[config.mk]
export PLATFORM = sky130hd
export DESIGN_NAME = sub_rr_arbiter
export DESIGN_NICKNAME = d
export VERILOG_FILES = /design/src/rtl/sub_arb_pkg.sv /design/src/rtl/sub_rr_pick.sv /design/src/rtl/sub_rr_arbiter.sv
export SDC_FILE = /design/constraint.sdc
export NUM_CORES = 1
export LEC_CHECK = 0
export CAP_MARGIN = 20
export CELL_PAD_IN_SITES_DETAIL_PLACEMENT = 0
export CELL_PAD_IN_SITES_GLOBAL_PLACEMENT = 1
export CORE_ASPECT_RATIO = 0.8
export CORE_MARGIN = 8
export CORE_UTILIZATION = 41
export CTS_BUF_LIST = sky130_fd_sc_hd__clkbuf_4
export DETAILED_ROUTE_END_ITERATION = 6
export PLACE_DENSITY_LB_ADDON = 0.25
export RECOVER_POWER = 100
export REMOVE_ABC_BUFFERS = 1
export SYNTH_ARGS = -nofsm -noshare
export SYNTH_HDL_FRONTEND = slang
export SYNTH_SLANG_ARGS = --single-unit
[constraint.sdc]
create_clock -name CLK -period 1.89 [get_ports CLK]
set_input_delay 0.189 -clock CLK [delete_from_list [all_inputs] [get_ports CLK]]
set_output_delay 0.189 -clock CLK [all_outputs]
set_load 0.02 [all_outputs]
[src/rtl/sub_arb_pkg.sv]
// Shared types and helpers for the SUB-unit round-robin arbiters.
// rr_pick works on a fixed maximum width so arbiters of any size up to NREQ_MAX can reuse it.
package sub_arb_pkg;

  typedef enum logic [1:0] {
    IDLE,
    GRANT,
    RECOVER
  } arb_state_e;

  localparam int unsigned NREQ_DEF     = 4;
  localparam int unsigned MAX_HOLD_DEF = 15;
  localparam int unsigned NREQ_MAX     = 8;
  localparam int unsigned IDX_MAX_W    = 3;
  localparam int unsigned PICK_W       = IDX_MAX_W + 1;

  typedef struct packed {
    logic                 valid;
    logic [IDX_MAX_W-1:0] idx;
  } pick_t;

  // First asserted bit at or above ptr, wrapping at n; ptr must be below n.
  function automatic pick_t rr_pick(input logic [NREQ_MAX-1:0]  req,
                                    input logic [IDX_MAX_W-1:0] ptr,
                                    input int unsigned          n);
    pick_t             res;
    logic [PICK_W-1:0] pos;
    res = '0;
    for (int unsigned k = 0; k < NREQ_MAX; k++) begin
      pos = {1'b0, ptr} + PICK_W'(k);
      if (pos >= PICK_W'(n)) begin
        pos = pos - PICK_W'(n);
      end
      if (k < n && !res.valid && req[pos[IDX_MAX_W-1:0]]) begin
        res.valid = 1'b1;
        res.idx   = pos[IDX_MAX_W-1:0];
      end
    end
    return res;
  endfunction

endpackage

[src/rtl/sub_rr_pick.sv]
// Combinational rotate-priority encoder: picks the first requester at or after ptr.
module sub_rr_pick
  import sub_arb_pkg::*;
#(
  parameter int unsigned NREQ = NREQ_DEF
) (
  input  logic [NREQ-1:0]         req,
  input  logic [$clog2(NREQ)-1:0] ptr,
  output logic                    valid,
  output logic [$clog2(NREQ)-1:0] idx
);

  logic [NREQ_MAX-1:0]  req_ext;
  logic [IDX_MAX_W-1:0] ptr_ext;
  pick_t                pick;

  always_comb begin
    req_ext            = '0;
    req_ext[NREQ-1:0]  = req;
    ptr_ext            = IDX_MAX_W'(ptr);
    pick               = rr_pick(req_ext, ptr_ext, NREQ);
    valid              = pick.valid;
    idx                = $clog2(NREQ)'(pick.idx);
  end

endmodule

[src/rtl/sub_rr_arbiter.sv]
// Round-robin owner arbiter for the shared SUB unit: registered one-hot grant,
// held until release or owner request drop, with a hold-limit watchdog.
module sub_rr_arbiter
  import sub_arb_pkg::*;
#(
  parameter int unsigned NREQ     = NREQ_DEF,
  parameter int unsigned MAX_HOLD = MAX_HOLD_DEF
) (
  input  logic                    CLK,
  input  logic                    RST,
  input  logic [NREQ-1:0]         REQ,
  input  logic                    RELEASE,
  output logic [NREQ-1:0]         GNT,
  output logic [$clog2(NREQ)-1:0] OWNER,
  output logic                    BUSY,
  output logic                    TIMEOUT
);

  localparam int unsigned IDX_W  = $clog2(NREQ);
  localparam int unsigned HOLD_W = $clog2(MAX_HOLD + 1);

  arb_state_e        state_q, state_d;
  logic [IDX_W-1:0]  ptr_q, ptr_d;
  logic [HOLD_W-1:0] hold_q, hold_d;
  logic [NREQ-1:0]   gnt_q, gnt_d;
  logic [IDX_W-1:0]  owner_q, owner_d;
  logic              busy_q, busy_d;
  logic              timeout_q, timeout_d;

  logic              pick_valid;
  logic [IDX_W-1:0]  pick_idx;

  sub_rr_pick #(
    .NREQ (NREQ)
  ) u_pick (
    .req   (REQ),
    .ptr   (ptr_q),
    .valid (pick_valid),
    .idx   (pick_idx)
  );

  always_comb begin
    state_d   = state_q;
    ptr_d     = ptr_q;
    hold_d    = hold_q;
    gnt_d     = gnt_q;
    owner_d   = owner_q;
    busy_d    = busy_q;
    timeout_d = 1'b0;

    case (state_q)
      IDLE, RECOVER: begin
        gnt_d  = '0;
        busy_d = 1'b0;
        if (pick_valid) begin
          state_d = GRANT;
          gnt_d   = NREQ'(1) << pick_idx;
          owner_d = pick_idx;
          busy_d  = 1'b1;
          // hold counts GRANT cycles including the current one
          hold_d  = HOLD_W'(1);
          ptr_d   = (pick_idx == IDX_W'(NREQ - 1)) ? '0 : pick_idx + IDX_W'(1);
        end else begin
          state_d = IDLE;
        end
      end
      GRANT: begin
        if (RELEASE || !REQ[owner_q]) begin
          state_d = RECOVER;
          gnt_d   = '0;
          busy_d  = 1'b0;
        end else if (hold_q == HOLD_W'(MAX_HOLD)) begin
          state_d   = RECOVER;
          gnt_d     = '0;
          busy_d    = 1'b0;
          timeout_d = 1'b1;
        end else begin
          hold_d = hold_q + HOLD_W'(1);
        end
      end
      default: begin
        state_d = IDLE;
        gnt_d   = '0;
        busy_d  = 1'b0;
      end
    endcase
  end

  always_ff @(posedge CLK or negedge RST) begin
    if (!RST) begin
      state_q   <= IDLE;
      ptr_q     <= '0;
      hold_q    <= '0;
      gnt_q     <= '0;
      owner_q   <= '0;
      busy_q    <= 1'b0;
      timeout_q <= 1'b0;
    end else begin
      state_q   <= state_d;
      ptr_q     <= ptr_d;
      hold_q    <= hold_d;
      gnt_q     <= gnt_d;
      owner_q   <= owner_d;
      busy_q    <= busy_d;
      timeout_q <= timeout_d;
    end
  end

  assign GNT     = gnt_q;
  assign OWNER   = owner_q;
  assign BUSY    = busy_q;
  assign TIMEOUT = timeout_q;

endmodule
## After elaboration in Yosys (flattened, before gate mapping)

Index checks and enable logic that the tools add are counted.

- Div/mod/pow operators: 0
- Bitwise gates (word level): 0
- Magnitude comparators: 9
- Equality and inequality tests: 8
- $mul: 0
- Add/sub/neg operators: 9
- Muxes and demuxes: 38
- Reductions and logical operators: 13
- Shifts and indexed selects: 1

Operators with widths:

| cell | number |
|---|---|
| 4-bit two-way mux | 10 |
| 3-bit by 4-bit < comparator with 1-bit output, second input constant | 4 |
| 4-bit one-hot mux with 2 select lines | 2 |
| 1-bit binary-select mux with 3-bit select | 4 |
| 4-bit by 3-bit >= comparator with 1-bit output, second input constant | 3 |
| 1-bit two-way mux | 12 |
| 3-bit two-way mux | 4 |
| 3-bit subtractor, second input constant | 3 |
| 2-bit by 2-bit adder with 3-bit output, second input constant | 2 |
| 2-bit two-way mux | 3 |
| 4-bit by 1-bit adder with 4-bit output, second input constant | 1 |
| 2-bit equality test, second input constant | 2 |
| 4-bit equality test, second input constant | 1 |
| 1-bit logical NOT | 4 |
| 2-bit != test, second input constant | 2 |
| 2-bit one-hot mux with 2 select lines | 1 |
| 4-bit AND reduction | 1 |
| 1-bit by 2-bit left shift with 4-bit output, first input constant | 1 |
| 2-bit by 1-bit adder with 3-bit output, second input constant | 1 |
| 2-bit by 3-bit >= comparator with 1-bit output, second input constant | 1 |
| 1-bit logical AND | 3 |
| 2-bit by 3-bit < comparator with 1-bit output, second input constant | 1 |
| 3-bit != test, second input constant | 1 |
| 2-bit by 3-bit subtractor with 3-bit output, second input constant | 1 |
| other kinds (10) | 10 |

- Word-level logic and storage cells: 85
- Memories kept: 0
- Latch bits: 0
- Bits in writable memories: 0
- Input port bits: 7
- Bits in registers: 16
- Bits in read-only memories: 0
- Output and inout bits: 8

## Longest topological paths before layout

Gate-level depths: netlist of run 1.

- Depth in word-level cells: 17
- Depth in mapped cells: 6

## Modules after synthesis

A second synthesis of run 1 with hierarchy kept.

- Cell total of the unflattened synthesis: 77
- Area, all modules: 825.8 um^2

By module, submodules not included:

| module | area each (um^2) | times used | cells each | sequential area each (um^2) |
|---|---|---|---|---|
| sub_rr_arbiter | 752.0 | 1 | 65 | 400.4 |
| sub_rr_pick | 73.8 | 1 | 12 | 0.0 |

## Worst setup path before layout of run 1

Ideal clock, no wire load.

- Path type: register to register
- Start point: register ptr_q[1]
- End point: register gnt_q[0] (netlist: GNT[0])
- Path buffers: 0
- Setup slack: 0.248 ns
- Library setup time: 0.121 ns
- Arrival: 1.521 ns
- Stages on the path, launching flop included: 7
- Required time: 1.769 ns
- Clock period less this slack: 1.642 ns
- Cell sequence: dfrtp_1 mux2i_1 nor2_1 nor4_1 inv_1 ha_1 a22o_2

- Cells in the longest elaborated chain, start to end: 17
- Elaborated cells between the ends (all ways): 36

RTL lines:

| item | RTL line | source |
|---|---|---|
| start: declaration | sub_rr_arbiter.sv:23 | `logic [IDX_W-1:0] ptr_q, ptr_d;` |
| start signal: assignment | sub_rr_arbiter.sv:100 | `ptr_q <= ptr_d;` |
| parallel branches: the longest is 13 deep, another holds 4-bit by 3-bit >= comparator with 1-bit output | n/a |  |
| 4-bit two-way mux (*) | sub_arb_pkg.sv:34 | `if (k < n && !res.valid && req[pos[IDX_MAX_W-1:0]]) begin` |
| via pick_idx[0] | sub_rr_arbiter.sv:31 | `logic [IDX_W-1:0] pick_idx;` |
| 1-bit by 2-bit left shift with 4-bit output (*) | sub_rr_arbiter.sv:57 | `gnt_d = NREQ'(1) << pick_idx;` |
| 4-bit two-way mux (*) | sub_rr_arbiter.sv:55 | `if (pick_valid) begin` |
| 4-bit one-hot mux with 2 select lines (*) | sub_rr_arbiter.sv:51 | `case (state_q)` |
| end signal: assignment | sub_rr_arbiter.sv:102 | `gnt_q <= gnt_d;` |
| end: declaration | sub_rr_arbiter.sv:25 | `logic [NREQ-1:0] gnt_q, gnt_d;` |

Mark *: on every way through the listed nets, which the timed path passes. The select of a mux whose other input is x is not followed.
A chain may end at the register's enable or synchronous reset.

## Worst setup path after layout of run 1

- Start point: input port REQ[2]
- End point: register gnt_q[0] (netlist: GNT[0])

- Cells in the longest elaborated chain, start to end: 15
- Elaborated cells between the ends (all ways): 27

RTL lines:

| item | RTL line | source |
|---|---|---|
| start: declaration | sub_rr_arbiter.sv:11 | `input logic [NREQ-1:0] REQ,` |
| 1-bit binary-select mux with 3-bit select | sub_arb_pkg.sv:34 |  |
| 1-bit two-way mux (implied by the code) | sub_arb_pkg.sv:34 |  |
| 4-bit two-way mux | sub_arb_pkg.sv:34 |  |
| 1-bit logical NOT | sub_arb_pkg.sv:34 |  |
| 1-bit logical AND | sub_arb_pkg.sv:34 |  |
| 4-bit two-way mux | sub_arb_pkg.sv:34 |  |
| 1-bit logical NOT | sub_arb_pkg.sv:34 |  |
| 1-bit logical AND | sub_arb_pkg.sv:34 |  |
| 4-bit two-way mux | sub_arb_pkg.sv:34 |  |
| 1-bit logical NOT | sub_arb_pkg.sv:34 |  |
| 1-bit logical AND | sub_arb_pkg.sv:34 |  |
| 4-bit two-way mux (*) | sub_arb_pkg.sv:34 |  |
| via pick_idx[0] | sub_rr_arbiter.sv:31 |  |
| 1-bit by 2-bit left shift with 4-bit output (*) | sub_rr_arbiter.sv:57 |  |
| 4-bit two-way mux (*) | sub_rr_arbiter.sv:55 |  |
| 4-bit one-hot mux with 2 select lines (*) | sub_rr_arbiter.sv:51 |  |

Mark *: on every way through the listed nets, which the timed path passes. The rest lies on a longest branch. The select of a mux whose other input is x is not followed.

==> results of run 1 <==
## layout make-up
class	count	area [sq um]	share of cell area [%]
Sequential cell	15	375	35.5
Multi-Input combinational cell	57	425	40.2
Clock buffer	4	30.0	2.84
Inverter	4	15.0	1.42
Tap cell	24	30.0	2.84
Timing Repair Buffer	20	183	17.3
## cells in the final DEF (no fill, tap or decap), types with 2 or more instances in the layout
cell type	count
nor2_1	6
buf_4	5
a22o_2	3
dfrtp_1	15
inv_1	4
nand2_1	6
nand2b_1	2
o31ai_1	3
mux2i_1	3
ha_1	5
a21oi_1	4
clkbuf_4	4
clkdlybuf4s50_1	4
o21ai_0	5
dlygate4sd3_1	10
## report_power, final
part | internal (mW) | switching (mW) | leakage [nW]
registers | 0.432 | 0.122 | 0.192
clock network | 0.0962 | 0.0962 | 0.0184
logic | 0.337 | 0.364 | 0.269
## routing by layer
layer	GRT usage, %	up-vias
met5	0	-
met1	13.4	317
met2	15.5	11
met4	2.74	0
met3	5.23	2
li1	-	333
## cell usage after synthesis
library cell | instances | share of area (%)
o311ai_0 | 1 | 1.1
mux2_2 | 2 | 2.7
and3_1 | 1 | 0.76
nor3b_1 | 1 | 0.91
a2bb2oi_2 | 1 | 1.8
a21oi_1 | 4 | 2.4
a22o_2 | 3 | 3.6
nand4bb_1 | 1 | 1.4
nand2_1 | 6 | 2.7
nor3_1 | 1 | 0.61
nand2b_1 | 2 | 1.5
nor2_1 | 6 | 2.7
nor4_1 | 2 | 1.5
a22o_1 | 1 | 1.1
or4b_1 | 1 | 1.2
buf_4 | 1 | 0.91
o22ai_1 | 1 | 0.76
o211ai_1 | 1 | 0.91
nor4b_4 | 1 | 2.9
dfrtp_1 | 15 | 46
inv_1 | 4 | 1.8
o31ai_1 | 3 | 2.7
ha_1 | 5 | 7.6
o21ai_0 | 5 | 3.0
or2b_1 | 1 | 0.91
nand3_1 | 1 | 0.61
nand4_1 | 1 | 0.76
or2_2 | 1 | 0.76
mux2i_1 | 3 | 3.6
o21a_1 | 1 | 0.91
## kinds of logic after synthesis
family	Yosys count	share of synthesized area [%]
adders and majority gates	5	7.60
and+or+nand+nor	26	19.3
buffers and inverters	5	2.74
DFF	15	45.6
AOI/OAI and AO/OA	21	18.4
muxes	5	6.38
## flip-flops by register name, summed over array words and instances (netlist names)
name	count
TIMEOUT	1
GNT	4
state_q	2
ptr_q	2
OWNER	2
hold_q	4
## worst max-delay path by stage
stage / cells after the start / slack [ps] / to / startpoint
2_1_floorplan: 6 / 250 / GNT[0] / ptr_q[1]
3_3_place_gp: 8 / -110 / GNT[0] / REQ[0]
3_5_place_dp: 8 / -60 / GNT[0] / REQ[0]
4_1_cts: 7 / 140 / GNT[0] / ptr_q[1]
5_1_grt: 7 / -5 / GNT[0] / ptr_q[1]
6_report: 7 / 80 / GNT[0] / REQ[2]
## critical path: stages
cell and delay [ps]:
dlygate4sd3_1 610, nor3b_1 200, nor4_2 350, buf_4 180, inv_1 50, ha_1 170, a22o_2 230
==> run summary, run 1 <==
Routed WL - 1830 microns
row cnt - 14
setup slack after placement - -58.0 ps
minimum clock period - 1810 ps
initial antenna violation count - 0
Core Box Area - 1890 sq um
FF-to-FF End - GNT[0]
critical-path maximum fanout - 5
TritonCTS Buffers - 3
Worst-path clk slew - 90 ps
Die W - 66.1 microns
Setup TNS - 0 ps
htree depth - 1
Final Power - 1.45 mW
fin cells - 124
Final Hold Viols - 0
syn_area_per_cell - 10.7 sq um
max-slew violations - 0
Final Cell Area - 1060 sq um
Hold/Removal Path Class - primary input to asynchronous set/reset pin
Worst-Margin Slew - 695 ps
Power Dens Cells - 1370 nW/um^2
via/cell ratio - 5.35
final setup margin - 82.2 ps
cts repair resizes - 0
Gate Count Post-Synth - 77
First-pass DRT Iterations - 4
CTS max path bufs - 2
per-cell routed wire length - 14.8 microns
Layout fillers - 169
clock root cell - clkbuf_4
cell area after synthesis - 823 sq um
outcome - finished, final reports clean
sequential element share of the synthesized area - 45.6%
ant diodes - 0
CP required - 2060 ps
Fin Hold WS - 391 ps
fmax - 0.553 GHz
Initial DRC Count - 14
die area - 3710 sq um
number of port buffers - 14
Synth Register Bits - 15
Yosys Warn Count - 0
vias in the first global route - 723
final setup fails - 0
Final GP Congestion - 0.742
Syn-to-layout area delta - 28.6%
Max-cap violations - 0
clock skew - 3.60 ps
placed cell area - 1030 sq um
fin crit share - 95.7%
die height - 56.1 microns
share of layout cells above drive strength 1 - 17.0%
Routed Antenna Nets - 0
path type of the worst setup path - primary input to flop
wire length on met2 - 775 microns
Worst Setup Start Kind - primary input
Ports - 15
worst reg2reg path startpoint - ptr_q[1]
Nets - 113
Metal-1 WL - 920 microns
Post-CTS Setup Inserts - 0
Congestion Overflow GR - 0
starting density of the core - 43.5%
post-synth cell types - 30
R2R cell count - 7
DP HPWL - 1330 microns
Remaining DRCs - 0
leakage - 0.480 nW
uppermost layer routed - met4
met3 wire len - 119 microns
crit end category - flop
setup slack, reg-to-reg - 110 ps
Sink Count - 15
first-pass GRT wire length - 3210 microns
largest net degree at the start of global routing - 16
TritonCTS clock tree - yes
Inst Count DP - 120
CP Data Arrival Time - 1980 ps
hold buffers post-CTS - 0
maximum VDD drop - 0.787 mV
Core Util, Final - 56.0%
relative slew slack - 53.5%
gr usage total - 10.6%
vias post-DR - 663
Clock Latency Late Sink - 280 ps
(Power assumes the default switching activity.)
==> inputs of run 2 (changes only) <==
--- a/config.mk
+++ b/config.mk
@@ -5,7 +5,7 @@
 export SDC_FILE = /design/constraint.sdc
 export NUM_CORES = 1
 export LEC_CHECK = 0
-export CAP_MARGIN = 20
+export CAP_MARGIN = 40
 export CELL_PAD_IN_SITES_DETAIL_PLACEMENT = 0
 export CELL_PAD_IN_SITES_GLOBAL_PLACEMENT = 1
 export CORE_ASPECT_RATIO = 0.8
==> results of run 2 <==
Final layout, timing and power as in run 1 (identical DEF).
